**config.mk**
```make
export PLATFORM = sky130hd
export DESIGN_NAME = cpu_run_ctrl
export DESIGN_NICKNAME = d
export VERILOG_FILES = /design/src/rtl/cpu_run_ctrl.sv
export SDC_FILE = /design/constraint.sdc
export NUM_CORES = 1
export LEC_CHECK = 0
export ABC_AREA = 1
export CAP_MARGIN = 25
export CELL_PAD_IN_SITES_DETAIL_PLACEMENT = 1
export CELL_PAD_IN_SITES_GLOBAL_PLACEMENT = 2
export CORE_MARGIN = 5
export CORE_UTILIZATION = 25
export DETAILED_ROUTE_END_ITERATION = 16
export GPL_TIMING_DRIVEN = 0
export PLACE_DENSITY_LB_ADDON = 0.1
export SYNTH_ARGS = -nofsm -noshare
export SYNTH_HDL_FRONTEND = slang
export SYNTH_SLANG_ARGS = --single-unit
```
**constraint.sdc**
```tcl
create_clock -name clk -period 1.9 [get_ports clk]
set_input_delay 0.19 -clock clk [delete_from_list [all_inputs] [get_ports clk]]
set_output_delay 0.19 -clock clk [all_outputs]
set_load 0.1 [all_outputs]
```
**src/rtl/cpu_run_ctrl.sv**
```systemverilog
// Run/halt/single-step sequencer for the 4-bit SAP CPU: gates the datapath clock-enable,
// stops only at instruction boundaries, and counts retired instructions.
module cpu_run_ctrl #(
  parameter int unsigned CNT_W    = 16,
  parameter bit          AUTO_RUN = 1'b0
) (
  input  logic             clk,
  input  logic             rst,
  input  logic             run_req,
  input  logic             halt_req,
  input  logic             step_req,
  input  logic             hlt_op,
  input  logic             bp_en,
  input  logic [3:0]       bp_addr,
  input  logic [3:0]       pc,
  input  logic [1:0]       t_state,
  output logic             cpu_en,
  output logic             halted,
  output logic [1:0]       run_state,
  output logic             step_done,
  output logic             bp_hit,
  output logic             hlt_hit,
  output logic [CNT_W-1:0] retired
);

  typedef enum logic [1:0] {
    S_HALTED = 2'b00,
    S_RUN    = 2'b01,
    S_STEP   = 2'b10,
    S_DRAIN  = 2'b11
  } state_e;

  localparam state_e RESET_STATE = AUTO_RUN ? S_RUN : S_HALTED;

  state_e           r_state;
  state_e           w_state_nxt;
  logic             r_step_done;
  logic             r_bp_hit;
  logic             r_hlt_hit;
  logic [CNT_W-1:0] r_retired;

  logic w_bnd;
  logic w_bp_c;
  logic w_stop_c;
  logic w_clr_flags;
  logic w_set_flags;
  logic w_step_done_nxt;

  assign cpu_en    = (r_state != S_HALTED);
  assign halted    = (r_state == S_HALTED);
  assign run_state = r_state;
  assign step_done = r_step_done;
  assign bp_hit    = r_bp_hit;
  assign hlt_hit   = r_hlt_hit;
  assign retired   = r_retired;

  // The T-counter only moves while enabled, so T3 with cpu_en is the retiring edge.
  assign w_bnd    = cpu_en && (t_state == 2'b11);
  assign w_bp_c   = bp_en && (pc == bp_addr);
  assign w_stop_c = hlt_op || w_bp_c;

  always_comb begin
    // NOTE: every combinational output gets a default first so no path infers a latch.
    w_state_nxt     = r_state;
    w_clr_flags     = 1'b0;
    w_set_flags     = 1'b0;
    w_step_done_nxt = 1'b0;
    case (r_state)
      S_HALTED: begin
        if (!halt_req) begin
          if (step_req) begin
            w_state_nxt = S_STEP;
            w_clr_flags = 1'b1;
          end else if (run_req) begin
            w_state_nxt = S_RUN;
            w_clr_flags = 1'b1;
          end
        end
      end
      S_RUN: begin
        if (w_bnd && (w_stop_c || halt_req)) begin
          w_state_nxt = S_HALTED;
          w_set_flags = 1'b1;
        end else if (halt_req) begin
          w_state_nxt = S_DRAIN;
        end
      end
      S_DRAIN: begin
        if (w_bnd) begin
          w_state_nxt = S_HALTED;
          w_set_flags = 1'b1;
        end
      end
      S_STEP: begin
        if (w_bnd) begin
          w_state_nxt     = S_HALTED;
          w_set_flags     = 1'b1;
          w_step_done_nxt = 1'b1;
        end
      end
      default: w_state_nxt = S_HALTED;
    endcase
  end

  // NOTE: sequential state uses non-blocking assignments so all registers update together.
  always_ff @(posedge clk or negedge rst) begin
    if (!rst) begin
      r_state     <= RESET_STATE;
      r_step_done <= 1'b0;
      r_bp_hit    <= 1'b0;
      r_hlt_hit   <= 1'b0;
      r_retired   <= '0;
    end else begin
      r_state     <= w_state_nxt;
      r_step_done <= w_step_done_nxt;
      if (w_bnd) begin
        r_retired <= r_retired + CNT_W'(1);
      end
      // Flags are cleared on resume, so OR-ing at the stop records exactly this stop's causes.
      if (w_clr_flags) begin
        r_bp_hit  <= 1'b0;
        r_hlt_hit <= 1'b0;
      end else if (w_set_flags) begin
        r_bp_hit  <= r_bp_hit  | w_bp_c;
        r_hlt_hit <= r_hlt_hit | hlt_op;
      end
    end
  end

endmodule

```
==> results of run 1 <==
[metal layers]
metal	GRT usage, %	share of wire (%)	wire length, um	vias up
met5	0	0	0	-
met4	1.55	0.42	12	0
met3	3.17	5.8	167	2
met2	17.3	49	1420	24
met1	12.3	45	1290	463
li1	-	-	-	503
[Yosys cell counts]
master     n
xnor2_1    5
nand2_4    4
inv_4      1
a21oi_1    2
inv_1     15
or2_2      1
nor2_1    12
nand2_2    2
nor2_4     6
nand3_1    6
o21ai_0    3
dfrtp_1   21
nand4_1    1
nor2_2     2
xor2_1    10
nand2_1   39
inv_2      1
nor3_1     1
nor2_8     1
ha_1       1
nand3b_1   1
a21o_2     1
nand3_4    1
[layout make-up]
| cell class | instances | area share [%] |
|---|---|---|
| inverters | 17 | 4.18 |
| multi-input cells | 99 | 35.1 |
| clock buffers | 4 | 2.64 |
| repair buffers | 40 | 22.7 |
| well taps | 54 | 3.96 |
| flip-flops and latches | 21 | 31.3 |
[final timing paths]
kind | startpoint | end | cells after the start
min in group clk | retired[15]$_DFFE_PN0P_ | retired[15]$_DFFE_PN0P_ | 2
setup / recovery | retired[3]$_DFFE_PN0P_ | retired[3] | 1
setup reg to reg | run_state[0]$_DFFE_PN0P_ | retired[12]$_DFFE_PN0P_ | 9
max in group asynchronous | rst | run_state[1]$_DFFE_PN0P_ | 2
hold / removal | rst | step_done$_DFF_PN0_ | 1
hold reg to reg | retired[15]$_DFFE_PN0P_ | retired[15]$_DFFE_PN0P_ | 2
[sequential cells by signal, indices dropped and copies added, names as in the netlist]
register and count:
retired 16, run_state 2, step_done 1, hlt_hit 1, bp_hit 1
[cell usage in the layout (no fill, tap or decap), types with 2 or more instances in the layout]
cell type / netlist / layout
a21oi_1: 2 / 2
clkbuf_8: 0 / 3
clkdlybuf4s50_1: 0 / 16
dfrtp_1: 21 / 18
dfrtp_4: 0 / 2
dlygate4sd2_1: 0 / 21
inv_1: 15 / 15
nand2_1: 39 / 39
nand2_2: 2 / 2
nand2_4: 4 / 4
nand3_1: 6 / 6
nor2_1: 12 / 12
nor2_2: 2 / 2
nor2_4: 6 / 6
o21ai_0: 3 / 3
xnor2_1: 5 / 5
xor2_1: 10 / 10
[power groups by stage]
stage / clock (mW) / combinational [mW] / sequential (mW)
6_report: 0.305 / 1.48 / 0.691
5_1_grt: 0.343 / 1.56 / 0.713
4_1_cts: 0.319 / 1.50 / 0.696
3_5_place_dp: 0 / 1.57 / 0.707
3_3_place_gp: 0 / 1.56 / 0.704
2_1_floorplan: 0 / 0.516 / 1.38
[cell families (layout without fill, tap and decap cells)]
group                    after synthesis  in the layout  share of synthesized area (%)
AO/OA/AOI/OAI                          6              6                           2.84
adder cells (fa/ha/maj)                1              1                           1.05
XOR/XNOR                              15             15                           11.0
buffers and inverters                 17             61                           5.57
AND/OR/NAND/NOR                       77             77                           35.4
flip-flops                            21             21                           44.1
[what timing repair did]
item / 4_1_cts / 5_1_grt
pin swaps: 0 / 0
setup endpoints to repair: 23 / 1
resized for setup: 28 / 1
[stage by stage]
step / TNS [ns] / hold slack (ns)
after global placement: -0.391 / 0.472
final: 0 / 0.142
after floorplan: -2.05 / -0.106
after global routing: 0 / 0.144
after CTS: 0 / 0.495
after detailed placement: -0.429 / 0.492
==> impl_metrics.py, run 1 <==
metrics = {
    "outcome": {
        "status": "finished clean",
    },
    "timing": {
        "final-hold-violation-count": 0,
        "tightestPinTransition_ns": 0.969,
        "relSlewSlack_pct": 35.6,
        "skew_ns": 0.00495,
        "setup_ws_ns": 0.0707,
        "min_period_ns": 1.83,
        "period_share_pct": 96.3,
        "slew_viol_final": 0,
        "fmaxAchievable_ghz": 0.547,
        "setup_viol": 0,
        "rsz0062_at_grt": "no",
    },
    "global_route": {
        "grt_pass1_wl_mm": 5.02,
        "antenna_found_initial": 0,
        "overflow": 0,
        "grtUsageTotal_pct": 9.97,
        "grt_max_degree": 22,
        "grt_pass1_vias": 1074,
    },
    "placed_design": {
        "routabilityCongestion": 0.723,
        "port_buffers": 39,
        "dp_hpwl_mm": 2.29,
        "numPlacedInstances": 230,
        "placed_area_mm2": 0.00166,
        "place_ws_ns": -0.298,
    },
    "detailed_routing": {
        "wire_per_inst_um": 12.3,
        "ant_nets": 0,
        "drt_pre_antenna_iters": 4,
        "drt_iter0_markers": 17,
        "drt-total-wl_mm": 2.88,
        "post-route-drc-count": 0,
        "vias": 992,
        "drt-vias-per-instance": 4.22,
    },
    "logic_synthesis": {
        "ys.warnings.count": 0,
        "syn_area_mm2": 0.00119,
        "yosysSeqAreaShare_pct": 44.1,
        "yosysTopAreaCell": "dfrtp_1",
        "synthDistinctLibCells": 23,
        "netlist_top_cells_area": "dfrtp_1 44%, nand2_1 12%, xor2_1 7.4%",
        "synth_nets": 155,
        "syn_inst": 137,
        "synth_top_area_share_pct": 44.1,
        "avgSynthCellArea_um2": 8.69,
        "ys_seq_elements": 21,
    },
    "critical_path": {
        "crit_chain": "dlygate4sd2_1",
        "r2r_slack_ns": 0.36,
        "crit_required_ns": 1.71,
        "path_buf_inv": 1,
        "end_kind": "primary output",
        "slowest_stage": "dlygate4sd2_1",
        "cp_max_fo": 5,
        "start_kind": "flip-flop",
        "critPathTopFamily": "buffers and inverters",
        "worstPathArrival_ns": 1.64,
        "slowest_delay_ns": 0.90,
        "crit_type": "flip-flop to primary output",
    },
    "power_and_ir_drop": {
        "pwr-share-comb_pct": 59.8,
        "pwr_density_cell_mw_per_mm2": 1450,
        "power.internal_mw": 0.994,
        "swShare_pct": 59.9,
        "switchingPower_mw": 1.48,
        "power_mw": 2.48,
        "vdd_drop_max_uv": 694,
        "power.share.clock_pct": 12.3,
        "leakage_nw": 0.938,
        "p_seq_share_pct": 27.9,
    },
    "finish": {
        "nFillCells": 558,
        "regArea_um2": 534,
        "layout-drive-gt1-share_pct": 16.0,
        "nNetsFinal": 200,
        "final_util_pct": 36.6,
        "multiInputGateArea_um2": 599,
        "fin_area_mm2": 0.00171,
        "diodes": 0,
        "syn_to_final_growth_pct": 43.2,
        "final_cells": 235,
    },
    "die": {
        "initial_core_util_pct": 25.6,
        "die_w_um": 79.0,
        "die_y_um": 79.0,
        "dieArea_mm2": 0.00624,
        "rows": 25,
        "io_pins": 40,
        "core_area_mm2": 0.00466,
    },
    "clock_network": {
        "cts_tree": "yes",
        "postCtsHoldBufs": 0,
        "cts_sinks": 21,
        "cts_buffer_depth": 2,
        "clk_latency_ns": 0.26,
        "clkTransAtPathRegs_ns": 0.08,
        "post-cts-setup-buffer-count": 0,
        "htreeDepth": 1,
        "cts_buffers": 3,
        "cts-root-buf": "clkbuf_8",
    },
    "flow_run": {
        "maxCapViolCount": 0,
    },
    "worst_hold_path": {
        "min_path_type": "primary input to async pin",
    },
}
No activity file was read; power rests on OpenSTA's default activity.
==> inputs of run 2 (changes only) <==
Clock period 1.9 ns to 2 ns, I/O delays scaled along.
==> impl_metrics.py, run 2 (synthesis gave the netlist of run 1 again) <==
metrics = {
    "critical_path": {
        "slowest_stage": "clkdlybuf4s50_1",
        "path_buf_inv": 1,
        "cp_max_fo": 2,
        "crit_type": "flip-flop to primary output",
        "start_kind": "flip-flop",
        "crit_required_ns": 1.80,
        "crit_chain": "clkdlybuf4s50_1",
        "end_kind": "primary output",
        "worstPathArrival_ns": 1.75,
        "slowest_delay_ns": 1.14,
        "critPathTopFamily": "buffers and inverters",
        "critPathLaunch": "hlt_hit$_DFFE_PN0P_",
        "r2r_start": "run_state[0]$_DFFE_PN0P_",
    },
    "timing": {
        "slew_viol_final": 0,
        "skew_ns": 0.00156,
        "tightestPinTransition_ns": 0.979,
        "final-hold-violation-count": 0,
        "finalSetupTns_ns": 0,
        "relSlewSlack_pct": 34.6,
        "min_period_ns": 1.95,
        "rsz0062_at_grt": "no",
        "fmaxAchievable_ghz": 0.512,
        "period_share_pct": 97.6,
        "setup_viol": 0,
        "setup_ws_ns": 0.0475,
    },
    "power_and_ir_drop": {
        "p_seq_share_pct": 27.9,
        "pwr-share-comb_pct": 60.1,
        "power.internal_mw": 0.953,
        "leakage_nw": 0.959,
        "power.share.clock_pct": 12.0,
        "pwr_density_cell_mw_per_mm2": 1380,
        "swShare_pct": 59.6,
        "vdd_drop_max_uv": 721,
        "switchingPower_mw": 1.41,
    },
    "die": {
        "die_w_um": 79.0,
        "dieArea_mm2": 0.00624,
        "core_area_mm2": 0.00466,
        "rows": 25,
        "initial_core_util_pct": 25.6,
        "io_pins": 40,
        "die_y_um": 79.0,
    },
    "detailed_routing": {
        "drt_pre_antenna_iters": 3,
        "vias": 997,
        "ant_nets": 0,
        "post-route-drc-count": 0,
        "wire_per_inst_um": 12.6,
        "drt_iter0_markers": 8,
        "drt-vias-per-instance": 4.24,
        "drt-total-wl_mm": 2.96,
    },
    "global_route": {
        "overflow": 0,
        "grt_max_degree": 22,
        "antenna_found_initial": 0,
        "grt_pass1_vias": 1102,
        "grtUsageTotal_pct": 10.2,
        "grt_pass1_wl_mm": 5.18,
    },
    "placed_design": {
        "place_ws_ns": -0.202,
        "port_buffers": 39,
        "dp_hpwl_mm": 2.35,
        "routabilityCongestion": 0.722,
        "numPlacedInstances": 230,
    },
    "clock_network": {
        "cts_tree": "yes",
        "cts_buffers": 3,
        "cts_buffer_depth": 2,
        "postCtsHoldBufs": 0,
        "clkTransAtPathRegs_ns": 0.08,
        "htreeDepth": 1,
        "clk_latency_ns": 0.26,
        "cts_sinks": 21,
        "cts-root-buf": "clkbuf_8",
        "post-cts-setup-buffer-count": 0,
    },
    "finish": {
        "nFillCells": 549,
        "final_common_cell": "nand2_1",
        "final_cells": 235,
        "syn_to_final_growth_pct": 43.9,
        "nNetsFinal": 200,
        "diodes": 0,
        "largest_register_ffs": 16,
        "final_util_pct": 36.8,
        "layout_common_cells": "39 x nand2_1, 19 x dfrtp_1, 18 x clkdlybuf4s50_1, 17 x dlygate4sd2_1, 15 x inv_1",
        "layout-drive-gt1-share_pct": 15.5,
    },
    "outcome": {
        "status": "finished clean",
    },
    "flow_run": {
        "maxCapViolCount": 0,
    },
    "worst_hold_path": {
        "min_path_type": "primary input to async pin",
    },
}
==> run 2: cell types whose count changed in the layout (fill, tap and decap cells not counted), sizes merged <==
cell,delta
buf,-1
dlygate4sd2,-4
clkdlybuf4s50,+2
clkbuf,+1
dlymetal6s2s,+2
==> run 2: power groups by stage <==
| stage | registers [mW] | logic [mW] | clock network [mW] |
|---|---|---|---|
| after floorplan | 1.31 | 0.490 | 0 |
| after global placement | 0.667 | 1.48 | 0 |
| after detailed placement | 0.670 | 1.49 | 0 |
| after CTS | 0.662 | 1.43 | 0.300 |
| after global routing | 0.679 | 1.48 | 0.322 |
| final | 0.658 | 1.42 | 0.284 |
==> run 2: per-stage QoR <==
step	power (mW)	area [um2]	hold WS [ns]
final	2.36	1710	0.156
after global routing	2.49	1710	0.146
after CTS	2.39	1690	0.503
after detailed placement	2.16	1660	0.481
after global placement	2.15	1660	0.472
after floorplan	1.80	1200	-0.0956
==> run 2: final timing paths <==
kind | end | depth (start not counted) | slack (ns)
hold reg to reg | retired[15]$_DFFE_PN0P_ | 2 | 0.48
setup / recovery | hlt_hit | 1 | 0.05
max in group asynchronous | run_state[1]$_DFFE_PN0P_ | 2 | 1.46
min in group clk | retired[15]$_DFFE_PN0P_ | 2 | 0.48
setup reg to reg | retired[14]$_DFFE_PN0P_ | 9 | 0.45
hold / removal | step_done$_DFF_PN0_ | 1 | 0.16
==> run 2: cell type report <==
class	count	area (um2)	area share, %
Multi-Input combinational cell	99	599	35.0
Sequential cell	21	533	31.1
Timing Repair Buffer	40	398	23.2
Inverter	17	71.3	4.16
Tap cell	54	67.6	3.94
Clock buffer	4	45.0	2.63
==> run 2: per-layer routing <==
metal	GRT usage, %	up-vias	wire (um)
met5	0	-	0
met4	2.58	0	25
met3	2.49	2	153
met2	17.7	23	1440
met1	12.5	469	1340
li1	-	503	-
==> run 2: what timing repair did <==
action,4_1_cts,5_1_grt
gates cloned,0,0
resized for setup,21,4
endpoints found under the setup margin,19,3
endpoints found under the hold margin,0,0
